<file path="src/rtl/rf_wr_arbiter_if.sv">
// Bundle of WB, MDU, issue, hazard-lookup and register-file write signals
// around the shared RF write-port arbiter.
interface rf_wr_arbiter_if;
  logic        wb_wr;
  logic [4:0]  wb_addr;
  logic [31:0] wb_data;
  logic        mdu_valid;
  logic        mdu_ready;
  logic [4:0]  mdu_addr;
  logic [31:0] mdu_data;
  logic        iss_valid;
  logic [4:0]  iss_addr;
  logic [4:0]  rs_addr;
  logic [4:0]  rt_addr;
  logic        rs_busy;
  logic        rt_busy;
  logic        iss_busy;
  logic        pipe_stall;
  logic        rf_wr;
  logic [4:0]  rf_addr;
  logic [31:0] rf_wd;

  modport master (
    output wb_wr, wb_addr, wb_data, mdu_valid, mdu_addr, mdu_data,
           iss_valid, iss_addr, rs_addr, rt_addr,
    input  mdu_ready, rs_busy, rt_busy, iss_busy, pipe_stall,
           rf_wr, rf_addr, rf_wd
  );

  modport slave (
    input  wb_wr, wb_addr, wb_data, mdu_valid, mdu_addr, mdu_data,
           iss_valid, iss_addr, rs_addr, rt_addr,
    output mdu_ready, rs_busy, rt_busy, iss_busy, pipe_stall,
           rf_wr, rf_addr, rf_wd
  );
endinterface

</file>
<file path="src/rtl/rf_wr_arbiter.sv">
// Shares the RF write port between the WB stage (priority) and a small FIFO of
// MDU results, with a pending-destination scoreboard and a starvation stall.
module rf_wr_arbiter #(
  parameter int DEPTH      = 2,
  parameter int STARVE_MAX = 4,
  parameter int AGE_W      = 3
) (
  input  logic           clk,
  input  logic           rst,
  rf_wr_arbiter_if.slave bus
);
  localparam int PTR_W = (DEPTH > 1) ? $clog2(DEPTH) : 1;
  localparam int CNT_W = $clog2(DEPTH + 1);

  logic [PTR_W-1:0] rd_ptr_q, rd_ptr_d;
  logic [PTR_W-1:0] wr_ptr_q, wr_ptr_d;
  logic [CNT_W-1:0] count_q, count_d;
  logic [AGE_W-1:0] age_q, age_d;
  logic             stall_q, stall_d;
  logic [31:0]      pending_q, pending_d;

  logic [4:0]       addr_mem [DEPTH];
  logic [31:0]      data_mem [DEPTH];

  logic        empty, full, wb_use, drain, accept, push;
  logic [4:0]  head_addr;
  logic [31:0] head_data;

  assign empty     = (count_q == '0);
  assign full      = (count_q == CNT_W'(DEPTH));
  assign wb_use    = bus.wb_wr && (bus.wb_addr != 5'd0);
  assign head_addr = addr_mem[rd_ptr_q];
  assign head_data = data_mem[rd_ptr_q];
  assign drain     = !rst && !wb_use && !empty;
  assign accept    = bus.mdu_valid && bus.mdu_ready;
  // Results bound for r0 complete the handshake but are never stored.
  assign push      = accept && (bus.mdu_addr != 5'd0);

  assign bus.mdu_ready  = !rst && !full;
  assign bus.pipe_stall = stall_q;
  assign bus.rs_busy    = pending_q[bus.rs_addr];
  assign bus.rt_busy    = pending_q[bus.rt_addr];
  assign bus.iss_busy   = pending_q[bus.iss_addr];

  always_comb begin
    bus.rf_wr   = 1'b0;
    bus.rf_addr = 5'd0;
    bus.rf_wd   = 32'd0;
    if (!rst) begin
      if (wb_use) begin
        bus.rf_wr   = 1'b1;
        bus.rf_addr = bus.wb_addr;
        bus.rf_wd   = bus.wb_data;
      end else if (!empty) begin
        bus.rf_wr   = 1'b1;
        bus.rf_addr = head_addr;
        bus.rf_wd   = head_data;
      end
    end
  end

  always_comb begin
    rd_ptr_d = drain ? rd_ptr_q + PTR_W'(1) : rd_ptr_q;
    wr_ptr_d = push  ? wr_ptr_q + PTR_W'(1) : wr_ptr_q;
    count_d  = count_q + CNT_W'(push) - CNT_W'(drain);
  end

  always_comb begin
    age_d   = age_q;
    stall_d = stall_q;
    if (empty || drain) begin
      age_d = '0;
    end else if (age_q != AGE_W'(STARVE_MAX)) begin
      age_d = age_q + AGE_W'(1);
    end
    if (drain) begin
      stall_d = 1'b0;
    end else if (age_d == AGE_W'(STARVE_MAX)) begin
      stall_d = 1'b1;
    end
  end

  // A set in the same cycle as the drain clear wins, so a reissued address stays busy.
  assign pending_d[0] = 1'b0;
  for (genvar gi = 1; gi < 32; gi++) begin : g_pend
    assign pending_d[gi] = (bus.iss_valid && (bus.iss_addr == 5'(gi)))
                        || (pending_q[gi] && !(drain && (head_addr == 5'(gi))));
  end

  always_ff @(posedge clk) begin
    if (push) begin
      addr_mem[wr_ptr_q] <= bus.mdu_addr;
      data_mem[wr_ptr_q] <= bus.mdu_data;
    end
  end

  always_ff @(posedge clk or posedge rst) begin
    if (rst) begin
      rd_ptr_q  <= '0;
      wr_ptr_q  <= '0;
      count_q   <= '0;
      age_q     <= '0;
      stall_q   <= 1'b0;
      pending_q <= 32'd0;
    end else begin
      rd_ptr_q  <= rd_ptr_d;
      wr_ptr_q  <= wr_ptr_d;
      count_q   <= count_d;
      age_q     <= age_d;
      stall_q   <= stall_d;
      pending_q <= pending_d;
    end
  end
endmodule

</file>
<file path="src/flat_wrapper.sv">
// flat-port wrapper written by rule: the top's interface ports become plain ports
module rf_wr_arbiter_flat 
#(
  parameter int DEPTH      = 2,
  parameter int STARVE_MAX = 4,
  parameter int AGE_W      = 3
)
  (clk, rst, bus_wb_wr, bus_wb_addr, bus_wb_data, bus_mdu_valid, bus_mdu_addr, bus_mdu_data, bus_iss_valid, bus_iss_addr, bus_rs_addr, bus_rt_addr, bus_mdu_ready, bus_rs_busy, bus_rt_busy, bus_iss_busy, bus_pipe_stall, bus_rf_wr, bus_rf_addr, bus_rf_wd);
  rf_wr_arbiter_if bus_i ();
  input  logic clk;
  input  logic rst;
  input wire logic [$bits(bus_i.wb_wr)-1:0] bus_wb_wr;
  input wire logic [$bits(bus_i.wb_addr)-1:0] bus_wb_addr;
  input wire logic [$bits(bus_i.wb_data)-1:0] bus_wb_data;
  input wire logic [$bits(bus_i.mdu_valid)-1:0] bus_mdu_valid;
  input wire logic [$bits(bus_i.mdu_addr)-1:0] bus_mdu_addr;
  input wire logic [$bits(bus_i.mdu_data)-1:0] bus_mdu_data;
  input wire logic [$bits(bus_i.iss_valid)-1:0] bus_iss_valid;
  input wire logic [$bits(bus_i.iss_addr)-1:0] bus_iss_addr;
  input wire logic [$bits(bus_i.rs_addr)-1:0] bus_rs_addr;
  input wire logic [$bits(bus_i.rt_addr)-1:0] bus_rt_addr;
  output wire logic [$bits(bus_i.mdu_ready)-1:0] bus_mdu_ready;
  output wire logic [$bits(bus_i.rs_busy)-1:0] bus_rs_busy;
  output wire logic [$bits(bus_i.rt_busy)-1:0] bus_rt_busy;
  output wire logic [$bits(bus_i.iss_busy)-1:0] bus_iss_busy;
  output wire logic [$bits(bus_i.pipe_stall)-1:0] bus_pipe_stall;
  output wire logic [$bits(bus_i.rf_wr)-1:0] bus_rf_wr;
  output wire logic [$bits(bus_i.rf_addr)-1:0] bus_rf_addr;
  output wire logic [$bits(bus_i.rf_wd)-1:0] bus_rf_wd;
  assign bus_i.wb_wr = bus_wb_wr;
  assign bus_i.wb_addr = bus_wb_addr;
  assign bus_i.wb_data = bus_wb_data;
  assign bus_i.mdu_valid = bus_mdu_valid;
  assign bus_i.mdu_addr = bus_mdu_addr;
  assign bus_i.mdu_data = bus_mdu_data;
  assign bus_i.iss_valid = bus_iss_valid;
  assign bus_i.iss_addr = bus_iss_addr;
  assign bus_i.rs_addr = bus_rs_addr;
  assign bus_i.rt_addr = bus_rt_addr;
  assign bus_mdu_ready = bus_i.mdu_ready;
  assign bus_rs_busy = bus_i.rs_busy;
  assign bus_rt_busy = bus_i.rt_busy;
  assign bus_iss_busy = bus_i.iss_busy;
  assign bus_pipe_stall = bus_i.pipe_stall;
  assign bus_rf_wr = bus_i.rf_wr;
  assign bus_rf_addr = bus_i.rf_addr;
  assign bus_rf_wd = bus_i.rf_wd;
  rf_wr_arbiter #(.DEPTH(DEPTH), .STARVE_MAX(STARVE_MAX), .AGE_W(AGE_W)) u_core (.clk(clk), .rst(rst), .bus(bus_i));
endmodule
</file>
<file path="config.mk">
export PLATFORM = sky130hd
export DESIGN_NAME = rf_wr_arbiter_flat
export DESIGN_NICKNAME = d
export VERILOG_FILES = /design/src/rtl/rf_wr_arbiter_if.sv /design/src/rtl/rf_wr_arbiter.sv /design/src/flat_wrapper.sv
export SDC_FILE = /design/constraint.sdc
export NUM_CORES = 1
export LEC_CHECK = 0
export CORE_ASPECT_RATIO = 1.75
export CORE_MARGIN = 2
export CORE_UTILIZATION = 35
export DETAILED_ROUTE_END_ITERATION = 12
export HOLD_SLACK_MARGIN = 0.15
export SYNTH_ARGS = -nofsm -noshare
export SYNTH_HDL_FRONTEND = slang
export SYNTH_SLANG_ARGS = --single-unit
</file>
<file path="constraint.sdc">
create_clock -name clk -period 4.7 [get_ports clk]
set_input_delay 1.41 -clock clk [delete_from_list [all_inputs] [get_ports clk]]
set_output_delay 1.41 -clock clk [all_outputs]
set_load 0.02 [all_outputs]
</file>
==> run summary <==
EDFF count, synth = 74
number of standard cells after synthesis = 459
Syn-to-layout area delta = 39.5%
post-route fraction of the period consumed by the critical path = 98.6%
actual slew at the worst max-slew pin = 1110 ps
GRT overflow = 0
detailed-router iteration count before antenna repair = 4
Initial Util = 35.7%
Setup Skew = 13.4 ps
CTS tree = built
max-slew violation count = 0
max-slew headroom at the worst pin = 26.3%
Critical Path Fanout Max = 2
nets in the synthesized netlist = 556
DIE AREA = 17,800 um^2
Layout fillers = 1,478
type of the tightest min-delay check = flop to flop
number of sinks handled by clock tree synthesis = 113
arithmetic-cell share of the synthesized area counting full adders, half adders and majority gates = 0.642%
clock input transition at the sequential cells of the worst setup and hold paths = 50 ps
via count = 4,647
Setup TNS Final = 0 ps
worst path cell trace = clkdlybuf4s50_1 -> mux4_2 -> inv_1 -> a2111oi_0 -> or4_4 -> buf_6
detailed-route vias per instance = 5.37
distinct cell type count of the synthesized netlist = 51
RSZ-0062 raised after global routing = true
final design area excluding fillers = 8160 um^2
global-route wire length before repair = 26,000 um
complex-gate fraction of the synthesized area = 16.9%
H-tree Lvls = 4
Area after DPL = 7690 um^2
via count of the first global-routing pass = 5,004
ratio of cells with drive above 1 in the final layout = 22.8%
count of routing violations after the opening detailed-route iteration = 169
number of remaining DRC errors = 0
Std-Cell Core Area = 16,400 um^2
later-pin clock latency in the skew report = 410 ps
critical path start-end classification = primary input to output pin
cell with the biggest individual delay on the critical path = or4_4
worst hold margin = 516 ps
TritonCTS Buffers = 17
total power density per cell area = 452 nW/um^2
endpoints failing hold = 0
number of flip-flops and latches in the synthesized netlist = 113
minimum setup slack after placement = -523 ps
buffer depth of the longest clock path = 2
number of buffers inserted by port buffering = 136
total wire length = 16,700 um
end-of-flow core utilization = 49.8%
synthesized-area fraction occupied by xor and xnor cells = 0.599%
number of antenna violations at the first check in global routing = 0
final weighted congestion in routability-driven placement = 0.983
syn_area_per_cell = 12.7 um^2
dominant combinational cell family by area after synthesis = compound AO/OA/AOI/OAI gates
Critical Path AT = 3220 ps
dpl hpwl = 13,000 um
Final #Nets = 725
endpoint class of the critical path = output pin
antenna-violating nets left = 0
standard-cell row count = 62
result of the run = completed
most frequently used flop master after synthesis = edfxtp_1
setup-violating endpoint count in the final report = 0
worst vdd ir = 0.370 mV
I/O pin count = 137
final period demand of the worst path = 4630 ps
width of the die = 102 um
multi-input combinational cell area = 2480 um^2
share of the yosys chip area belonging to registers = 54.7%
Highest Clock Rate = 216 MHz
WP data required = 3290 ps
final antenna diode count = 0
Synth async-reset ratio = 34.5%
root buf cell = clkbuf_16
startpoint type of the worst setup path = primary input
area share of and/or/nand/nor cells after synthesis = 9.27%
final worst setup slack = 66.7 ps
GRT Total Usage = 19.5%
leakage power = 0.00316 uW
# Max-Cap Violations = 0
Netlist Area Pre-Place = 5850 um^2
Seq. cell area = 3200 um^2
maximum number of pins on one net before global-route repair = 40
die extent in y = 175 um
delay of the slowest critical-path stage = 510 ps
YS warnings = 0
share of synthesized area spent on multiplexers = 14.3%
WL/cell = 19.3 um
==> where the power goes <==
group | switching [uW] | internal [uW]
Combinational | 532 | 494
Sequential | 196 | 1230
Clock | 494 | 743
Total | 1220 | 2460
==> layout make-up <==
type                            instances  area share, %
Timing Repair Buffer                  177           19.0
Sequential cell                       113           39.2
Tap cell                              224           3.44
Multi-Input combinational cell        299           30.4
Inverter                               20          0.920
Clock inverter                         15           1.83
Clock buffer                           17           5.22
==> cells in the final DEF, fill, tap and decap left out, types with 6 or more instances in the layout <==
master and instances:
a21o_1 8, a22oi_1 10, buf_2 29, buf_4 44, clkbuf_16 17, clkdlybuf4s50_1 89, dfrtp_1 38, edfxtp_1 74
inv_1 20, inv_6 6, mux2i_1 42, mux4_2 17, nand2_1 33, nand2b_1 6, nand3_1 7, nor2_1 18
nor2b_1 11, nor3_1 6, o21ai_0 12, o2bb2ai_1 41, o41ai_1 13
==> final timing paths <==
check / slack, ps / depth (start not counted) / start / end
worst max-delay path: 70 / 6 / bus_rt_addr[0] / bus_rt_busy
worst min-delay path: 520 / 2 / u_core.pending_q[16] / u_core.pending_q[16]
worst max register to register: 2260 / 4 / u_core.rd_ptr_q / u_core.pending_q[3]
worst min register to register: 520 / 2 / u_core.pending_q[16] / u_core.pending_q[16]
max in group asynchronous: 2590 / 4 / rst / u_core.rd_ptr_q
min in group asynchronous: 1710 / 4 / rst / u_core.count_q[0]
==> metrics by stage <==
stage          total power [uW]  instances
5_1_grt                    3860        865
4_1_cts                    3700        864
2_1_floorplan              2030        459
6_report                   3690        865
3_5_place_dp               2510        831
3_3_place_gp               2480        831
==> state kept, by name, summed over array words and instances (netlist names) <==
register               cells
u_core.addr_mem           10
u_core.age_q               3
u_core.bus.pipe_stall      1
u_core.count_q             2
u_core.data_mem           64
u_core.pending_q          31
u_core.rd_ptr_q            1
u_core.wr_ptr_q            1
==> logic make-up (layout without fill, tap and decap cells) <==
group                      Yosys count  count (layout)
DFF                                113             113
buffers and inverters               47             229
and+or+nand+nor                    106             106
xor gates and xnor gates             4               4
muxes                               62              62
AOI/OAI and AO/OA                  124             124
adders and majority gates            3               3
==> layer usage <==
layer	share of wire [%]	global-route usage [%]
met5	0	0
met4	4.5	11.4
met3	6.0	5.36
met2	54	34.2
met1	36	20.2
==> worst max-delay path: cells and delay by family <==
family          cells  cell delay, ps
simple gates        1             510
mux                 1             500
compound gates      1             100
buf+inv             3             710
==> Yosys cell counts, types with 4 or more instances <==
| cell type | number | area, um^2 |
|---|---|---|
| o2bb2ai_1 | 43 | 377 |
| nor2b_1 | 12 | 75.1 |
| a21o_1 | 8 | 60.1 |
| nor3_1 | 6 | 30.0 |
| o31ai_1 | 5 | 37.5 |
| nand3_1 | 7 | 35.0 |
| mux2i_1 | 42 | 420 |
| nor2_1 | 19 | 71.3 |
| buf_2 | 12 | 60.1 |
| dfrtp_1 | 39 | 976 |
| nand3b_1 | 4 | 30.0 |
| nand2_1 | 33 | 124 |
| a32o_1 | 4 | 40.0 |
| a22oi_1 | 10 | 75.1 |
| edfxtp_1 | 74 | 2220 |
| nand4_1 | 5 | 31.3 |
| o41ai_1 | 13 | 114 |
| clkbuf_1 | 11 | 41.3 |
| a21oi_1 | 5 | 25.0 |
| inv_1 | 20 | 75.1 |
| mux4_2 | 17 | 383 |
| nand2b_1 | 6 | 37.5 |
| o221ai_1 | 4 | 35.0 |
| o21ai_0 | 12 | 60.1 |
==> timing repair <==
item,4_1_cts,5_1_grt
gates resized for setup,165,19
hold buffers,0,0
endpoints found under the hold margin,0,0
setup endpoints to repair,41,21
pin swaps,1,3
setup buffers,1,1
(Power assumes the default switching activity.)
